==> src/rtl/uart_pkg.sv <==
// Shared definitions for the UART receiver slice.
//   PARITY_*   : parity mode constants for the PARITY parameter
//   rx_state_t : receiver FSM state encoding
package uart_pkg;

  localparam int PARITY_NONE = 0;
  localparam int PARITY_ODD  = 1;
  localparam int PARITY_EVEN = 2;

  typedef enum logic [2:0] {
    IDLE      = 3'd0,
    START     = 3'd1,
    DATA      = 3'd2,
    PAR       = 3'd3,
    STOP      = 3'd4,
    WAIT_IDLE = 3'd5
  } rx_state_t;

endpackage

==> src/rtl/uart_fifo.sv <==
// First-word-fall-through FIFO holding received characters.
//   comm_clk, reset : clock, asynchronous active-high reset
//   push, push_data : write strobe and character
//   pop_req         : consumer accept (pops only when not_empty)
//   head_data       : head entry, zero while empty
//   not_empty       : FIFO holds at least one entry
//   count           : occupancy 0..DEPTH
//   overrun         : one-cycle pulse when a push is dropped at full
module uart_fifo #(
  parameter int WIDTH = 8,
  parameter int DEPTH = 4
) (
  input  logic                     comm_clk,
  input  logic                     reset,
  input  logic                     push,
  input  logic [WIDTH-1:0]         push_data,
  input  logic                     pop_req,
  output logic [WIDTH-1:0]         head_data,
  output logic                     not_empty,
  output logic [$clog2(DEPTH):0]   count,
  output logic                     overrun
);

  localparam int PW = $clog2(DEPTH);

  logic [WIDTH-1:0] mem [DEPTH];
  logic [PW-1:0]    wr_ptr;
  logic [PW-1:0]    rd_ptr;
  logic             full;
  logic             pop;
  logic             push_ok;

  assign not_empty = (count != '0);
  assign full      = (count == (PW+1)'(DEPTH));
  assign pop       = pop_req & not_empty;
  // A pop in the same cycle frees a slot, so a push at full is still accepted.
  assign push_ok   = push & (~full | pop);
  assign head_data = not_empty ? mem[rd_ptr] : '0;

  // Pointers are exactly PW bits wide, so they wrap modulo DEPTH on their own.
  always_ff @(posedge comm_clk or posedge reset) begin
    if (reset) begin
      wr_ptr  <= '0;
      rd_ptr  <= '0;
      count   <= '0;
      overrun <= 1'b0;
    end else begin
      overrun <= push & full & ~pop;
      if (push_ok) wr_ptr <= wr_ptr + PW'(1);
      if (pop)     rd_ptr <= rd_ptr + PW'(1);
      case ({push_ok, pop})
        2'b10:   count <= count + (PW+1)'(1);
        2'b01:   count <= count - (PW+1)'(1);
        default: count <= count;
      endcase
    end
  end

  // NOTE: storage is deliberately not reset; head_data is masked to zero while
  // empty, so stale contents are never visible and the array maps to plain RAM.
  always_ff @(posedge comm_clk) begin
    if (push_ok) mem[wr_ptr] <= push_data;
  end

endmodule

==> src/rtl/uart_rx_param.sv <==
// Parameterised UART receiver with error detection and an output FIFO.
//   comm_clk, reset : clock, asynchronous active-high reset
//   rx_serial       : asynchronous serial line, idle high
//   rx_data         : head-of-FIFO character, LSB received first
//   rx_valid        : FIFO non-empty
//   rx_ready        : consumer accept
//   fifo_count      : FIFO occupancy
//   framing_error, parity_error, overrun : one-cycle error pulses
module uart_rx_param
  import uart_pkg::*;
#(
  parameter int SYS_CLK_FREQ = 16,
  parameter int BAUD_RATE    = 1,
  parameter int DATA_BITS    = 8,
  parameter int PARITY       = 0,
  parameter int STOP_BITS    = 1,
  parameter int FIFO_DEPTH   = 4
) (
  input  logic                          comm_clk,
  input  logic                          reset,
  input  logic                          rx_serial,
  output logic [DATA_BITS-1:0]          rx_data,
  output logic                          rx_valid,
  input  logic                          rx_ready,
  output logic [$clog2(FIFO_DEPTH):0]   fifo_count,
  output logic                          framing_error,
  output logic                          parity_error,
  output logic                          overrun
);

  localparam int CLKS_PER_BIT = SYS_CLK_FREQ / BAUD_RATE;
  localparam int HALF_BIT     = CLKS_PER_BIT / 2;
  localparam int CNT_W        = $clog2(CLKS_PER_BIT);

  if (CLKS_PER_BIT < 4) begin : g_chk_cpb
    $error("uart_rx_param: SYS_CLK_FREQ/BAUD_RATE must be at least 4");
  end
  if (DATA_BITS < 5 || DATA_BITS > 9) begin : g_chk_bits
    $error("uart_rx_param: DATA_BITS must be 5..9");
  end
  if (PARITY < PARITY_NONE || PARITY > PARITY_EVEN) begin : g_chk_par
    $error("uart_rx_param: PARITY must be 0, 1 or 2");
  end
  if (STOP_BITS != 1 && STOP_BITS != 2) begin : g_chk_stop
    $error("uart_rx_param: STOP_BITS must be 1 or 2");
  end
  if (FIFO_DEPTH < 2 || (FIFO_DEPTH & (FIFO_DEPTH - 1)) != 0) begin : g_chk_depth
    $error("uart_rx_param: FIFO_DEPTH must be a power of two, at least 2");
  end

  rx_state_t            state, next_state;
  logic                 rx_meta, rx_sync, rx_prev;
  logic [CNT_W-1:0]     clk_cnt;
  logic [3:0]           bit_cnt;
  logic                 stop_idx;
  logic [DATA_BITS-1:0] shift_reg;
  logic                 par_bad, stop_bad;
  logic                 push_q;

  logic fall, tick_half, tick_full, last_data, last_stop, frame_bad, exp_par;
  logic frame_clr, shift_en, par_en, stop_en, frame_done;

  // NOTE: every flop uses non-blocking assignments so that each stage of the
  // synchronizer samples the previous stage's pre-edge value.
  always_ff @(posedge comm_clk or posedge reset) begin
    if (reset) begin
      rx_meta <= 1'b1;
      rx_sync <= 1'b1;
      rx_prev <= 1'b1;
    end else begin
      rx_meta <= rx_serial;
      rx_sync <= rx_meta;
      rx_prev <= rx_sync;
    end
  end

  assign fall      = rx_prev & ~rx_sync;
  assign tick_half = (clk_cnt == CNT_W'(HALF_BIT - 1));
  assign tick_full = (clk_cnt == CNT_W'(CLKS_PER_BIT - 1));
  assign last_data = (bit_cnt == 4'(DATA_BITS - 1));
  assign last_stop = (stop_idx == 1'(STOP_BITS - 1));
  assign frame_bad = stop_bad | ~rx_sync;
  // Odd parity expects the XNOR of the data bits on the line, even the XOR.
  assign exp_par   = (PARITY == PARITY_ODD) ? ~^shift_reg : ^shift_reg;

  // FSM: state register
  always_ff @(posedge comm_clk or posedge reset) begin
    if (reset) state <= IDLE;
    else       state <= next_state;
  end

  // FSM: next-state logic
  // NOTE: next_state gets a default before the case so no latch is inferred.
  always_comb begin
    next_state = state;
    case (state)
      IDLE:      if (fall) next_state = START;
      START:     if (tick_half) next_state = rx_sync ? IDLE : DATA;
      DATA:      if (tick_full && last_data)
                   next_state = (PARITY != PARITY_NONE) ? PAR : STOP;
      PAR:       if (tick_full) next_state = STOP;
      STOP:      if (tick_full && last_stop)
                   next_state = frame_bad ? WAIT_IDLE : IDLE;
      WAIT_IDLE: if (rx_sync) next_state = IDLE;
      default:   next_state = IDLE;
    endcase
  end

  // FSM: output (datapath control) logic
  always_comb begin
    frame_clr  = (state == IDLE);
    shift_en   = (state == DATA) && tick_full;
    par_en     = (state == PAR)  && tick_full;
    stop_en    = (state == STOP) && tick_full;
    frame_done = stop_en && last_stop;
  end

  always_ff @(posedge comm_clk or posedge reset) begin
    if (reset) begin
      clk_cnt       <= '0;
      bit_cnt       <= '0;
      stop_idx      <= 1'b0;
      shift_reg     <= '0;
      par_bad       <= 1'b0;
      stop_bad      <= 1'b0;
      push_q        <= 1'b0;
      framing_error <= 1'b0;
      parity_error  <= 1'b0;
    end else begin
      // Bit timer restarts on every state change and at each full bit period,
      // so data samples land one bit period after the mid-start sample.
      if (state != next_state || tick_full) clk_cnt <= '0;
      else                                  clk_cnt <= clk_cnt + CNT_W'(1);

      if (frame_clr) begin
        bit_cnt  <= '0;
        stop_idx <= 1'b0;
        par_bad  <= 1'b0;
        stop_bad <= 1'b0;
      end
      if (shift_en) begin
        shift_reg <= {rx_sync, shift_reg[DATA_BITS-1:1]};
        bit_cnt   <= bit_cnt + 4'd1;
      end
      if (par_en)  par_bad <= (rx_sync != exp_par);
      if (stop_en) begin
        stop_idx <= ~stop_idx;
        stop_bad <= stop_bad | ~rx_sync;
      end

      // Results are registered so push and error pulses appear one cycle
      // after the final stop sample; framing error masks parity error.
      push_q        <= frame_done & ~frame_bad & ~par_bad;
      framing_error <= frame_done & frame_bad;
      parity_error  <= frame_done & ~frame_bad & par_bad;
    end
  end

  uart_fifo #(
    .WIDTH (DATA_BITS),
    .DEPTH (FIFO_DEPTH)
  ) u_fifo (
    .comm_clk  (comm_clk),
    .reset     (reset),
    .push      (push_q),
    .push_data (shift_reg),
    .pop_req   (rx_ready),
    .head_data (rx_data),
    .not_empty (rx_valid),
    .count     (fifo_count),
    .overrun   (overrun)
  );

endmodule

==> config.mk <==
export PLATFORM = sky130hd
export DESIGN_NAME = uart_rx_param
export DESIGN_NICKNAME = d
export VERILOG_FILES = /design/src/rtl/uart_pkg.sv /design/src/rtl/uart_fifo.sv /design/src/rtl/uart_rx_param.sv
export SDC_FILE = /design/constraint.sdc
export NUM_CORES = 1
export LEC_CHECK = 0
export ABC_AREA = 1
export CAP_MARGIN = 20
export CORE_MARGIN = 2
export CORE_UTILIZATION = 45
export CTS_CLUSTER_DIAMETER = 150
export DETAILED_ROUTE_END_ITERATION = 16
export GPL_TIMING_DRIVEN = 0
export HOLD_SLACK_MARGIN = 0.15
export PLACE_DENSITY = 0.74
export SYNTH_ARGS = -nofsm -noshare
export SYNTH_HDL_FRONTEND = slang
export SYNTH_SLANG_ARGS = --single-unit
export TNS_END_PERCENT = 1
==> constraint.sdc <==
create_clock -name comm_clk -period 2.55 [get_ports comm_clk]
set_clock_uncertainty 0.05 [all_clocks]
set_input_delay 0.3825 -clock comm_clk [delete_from_list [all_inputs] [get_ports comm_clk]]
set_output_delay 0.3825 -clock comm_clk [all_outputs]
set_load 0.02 [all_outputs]
==> reports/results.ini <==
[worst_setup_path]
crit_required_ns = 2.12
crit_path_frequent_cell = nor2_1
r2r_cells = 10
critPathLaunch = u_fifo.rd_ptr[0]
worstReg2RegStart = u_fifo.count[0]
max_stage_delay_ns = 0.36
path_class = reg -> out
worstPathArrival_ns = 1.86
path_cells = buf_2 > buf_4 > nor2_1 > nor2_1 > o21ai_0 > a21oi_1 > dlygate4sd2_1
cp_top_family = buffers and inverters
cpMaxStageDelayCell = dlygate4sd2_1
cp-start-kind = register
worstSetupEndpointType = output port
worst_r2r_endpoint = u_fifo.count[2]
path_buf_inv = 3
crit_fanout = 10
reg2reg_slack_ns = 0.30

[route]
vias = 2093
avgRoutedWirePerCell_um = 12.7
avgViaCountPerCell = 5.00
first_pass_iters = 4
drt_iter0_markers = 179
routed_wl_um = 5300
drt.antenna.violating_nets = 0
drc = 0

[timing]
rsz0062_at_grt = no
min_period_over_period = 0.901
relSlewSlack = 0.488
finalSetupTns_ns = 0
setup_viol_count_final = 0
fin_crit_ns = 2.30
slew_viol_final = 0
max_freq_mhz = 435
finalHoldViolCount = 0
tightest_slew_ns = 0.765

[hold_path]
min_path_type = reg -> reg
min_delay_path_depth = 0
min_from = rx_meta
hold_path_end = rx_sync

[grt]
track_usage = 0.160
grt_pass1_vias = 2015
grt_pass1_wl_um = 9220
grt_antenna_before_repair = 0
grt_start_max_net_pins = 21
grt_overflow = 0

[placement]
dp_hpwl_um = 3730
numPortBuffers = 18
gp_congestion = 0.760
dp_cells = 404

[logic_synthesis]
syn-num-nets = 317
synth_fa_ha_area_frac = 0.0346
synth_mux_area_frac = 0
yosys.area.top_type = edfxtp_1
post_synth_and_or_nand_nor_area_fraction = 0.208
netlist-cell-type-count = 36
synth_top_family_by_area = simple AND/OR/NAND/NOR gates
yosysSeqAreaShare = 0.600
synth_compound_area_frac = 0.0651
synth-seq-cells = 68
synth_top_area_frac = 0.309
synth.cell_area_um2 = 3110
yosysWarnings = 0
synth_cells = 305
synth_xor_area_frac = 0.0366
avgSynthCellArea_um2 = 10.2
synthTopCellsByArea = edfxtp_1 (31%), dfrtp_1 (27%), nor2_1 (6.5%)

[floorplan]
initial_core_util = 0.461
core_um2 = 6760
die_h_um = 87.2
dieArea_um2 = 7600
rows = 30
ios = 19
chipWidth_um = 87.2

[layout]
syn_to_final_growth_pct = 17.2
antenna_cells = 0
multi_input_area_um2 = 1070
regArea_um2 = 1870
final_cells = 419
mostFrequentLayoutCells = nor2_1 (53), nand2_1 (44), dfrtp_1 (33), edfxtp_1 (32), inv_1 (27)
drive_above_1_share = 0.153
layout.nets = 346
largest_reg_flops = 32
fillers = 606
final_common_cell = nor2_1

[clocking]
cts.htree.levels = 3
tritoncts = done
clk_latency_ns = 0.35
path_clk_slew_ns = 0.07
cts_made_buffers = 9
cts_sinks = 68
clock_path_buffers = 2
root_buffer = clkbuf_8

[job]
drv_cap = 0

[run_status]
status = finished clean

[power_and_ir_drop]
powerDensity_nw_per_um2 = 913
power_leakage_nw = 1.66
vdd_drop_max_mv = 0.447

-- layout make-up --
| class | instances | area share |
|---|---|---|
| Sequential cell | 68 | 0.512 |
| Multi-Input combinational cell | 196 | 0.295 |
| Timing Repair Buffer | 19 | 0.0594 |
| Inverter | 34 | 0.0357 |
| Clock buffer | 9 | 0.0340 |
| Tap cell | 80 | 0.0275 |
| Clock inverter | 7 | 0.0251 |
| Buffer | 6 | 0.0120 |
-- synthesized netlist by cell type (all sizes together) --
master / instances
xnor2: 5
a21oi: 12
fa: 1
or2: 1
nand3: 18
nand2: 47
nor2: 60
nand3b: 2
dfrtp: 33
nand4: 1
inv: 31
xor2: 8
clkinv: 3
a22o: 1
buf: 6
nor4: 1
ha: 7
nor3: 6
o21ai: 26
dfstp: 3
clkbuf: 1
edfxtp: 32
-- report_power, final --
group | internal (mW) | switching [mW] | total (mW) | leakage [nW]
logic | 0.441 | 0.653 | 1.09 | 0.754
registers | 1.22 | 0.0509 | 1.27 | 0.800
clock network | 0.547 | 0.420 | 0.967 | 0.111
-- kinds of logic after synthesis --
| kind of cell | count (synthesis) |
|---|---|
| AND/OR/NAND/NOR | 136 |
| flip-flops | 68 |
| buffers and inverters | 41 |
| AO/OA/AOI/OAI | 39 |
| XOR/XNOR | 13 |
| adder cells (fa/ha/maj) | 8 |
-- metal layers --
metal | track usage | part of all wire | vias to the layer above
met5 | 0 | 0 | -
met4 | 0.0797 | 0.024 | 0
met3 | 0.0398 | 0.034 | 12
met2 | 0.268 | 0.49 | 42
met1 | 0.193 | 0.45 | 984
li1 | - | - | 1055
-- timing repair --
action / CTS / global route
gates resized for setup: 5 / 6
endpoints found under the setup margin: 8 / 6
pin swaps: 0 / 0
buffers inserted: 0 / 0
hold buffers: 0 / 0
-- how the worst max path moves through the flow --
| stage | cells after the start | to |
|---|---|---|
| floorplan | 10 | u_fifo.count[2] |
| global placement | 10 | u_fifo.count[2] |
| detailed placement | 10 | u_fifo.count[2] |
| CTS | 7 | rx_data[7] |
| global route | 10 | u_fifo.count[2] |
| finish | 7 | rx_data[6] |
-- through the flow --
stage | power, mW | cell area, um^2 | hold WS (ns) | worst slack [ns] | util
2_1_floorplan | 2.04 | 3110 | 0.295 | 0.234 | -
6_report | 3.33 | 3650 | 0.306 | 0.253 | 0.540
3_5_place_dp | 2.43 | 3420 | 0.297 | 0.0763 | 0.506
3_3_place_gp | 2.40 | 3390 | 0.296 | 0.153 | 0.502
4_1_cts | 3.37 | 3630 | 0.306 | 0.000529 | 0.537
5_1_grt | 3.53 | 3650 | 0.315 | 0.0452 | 0.540
Note: power is estimated with default switching activity, not from simulation.
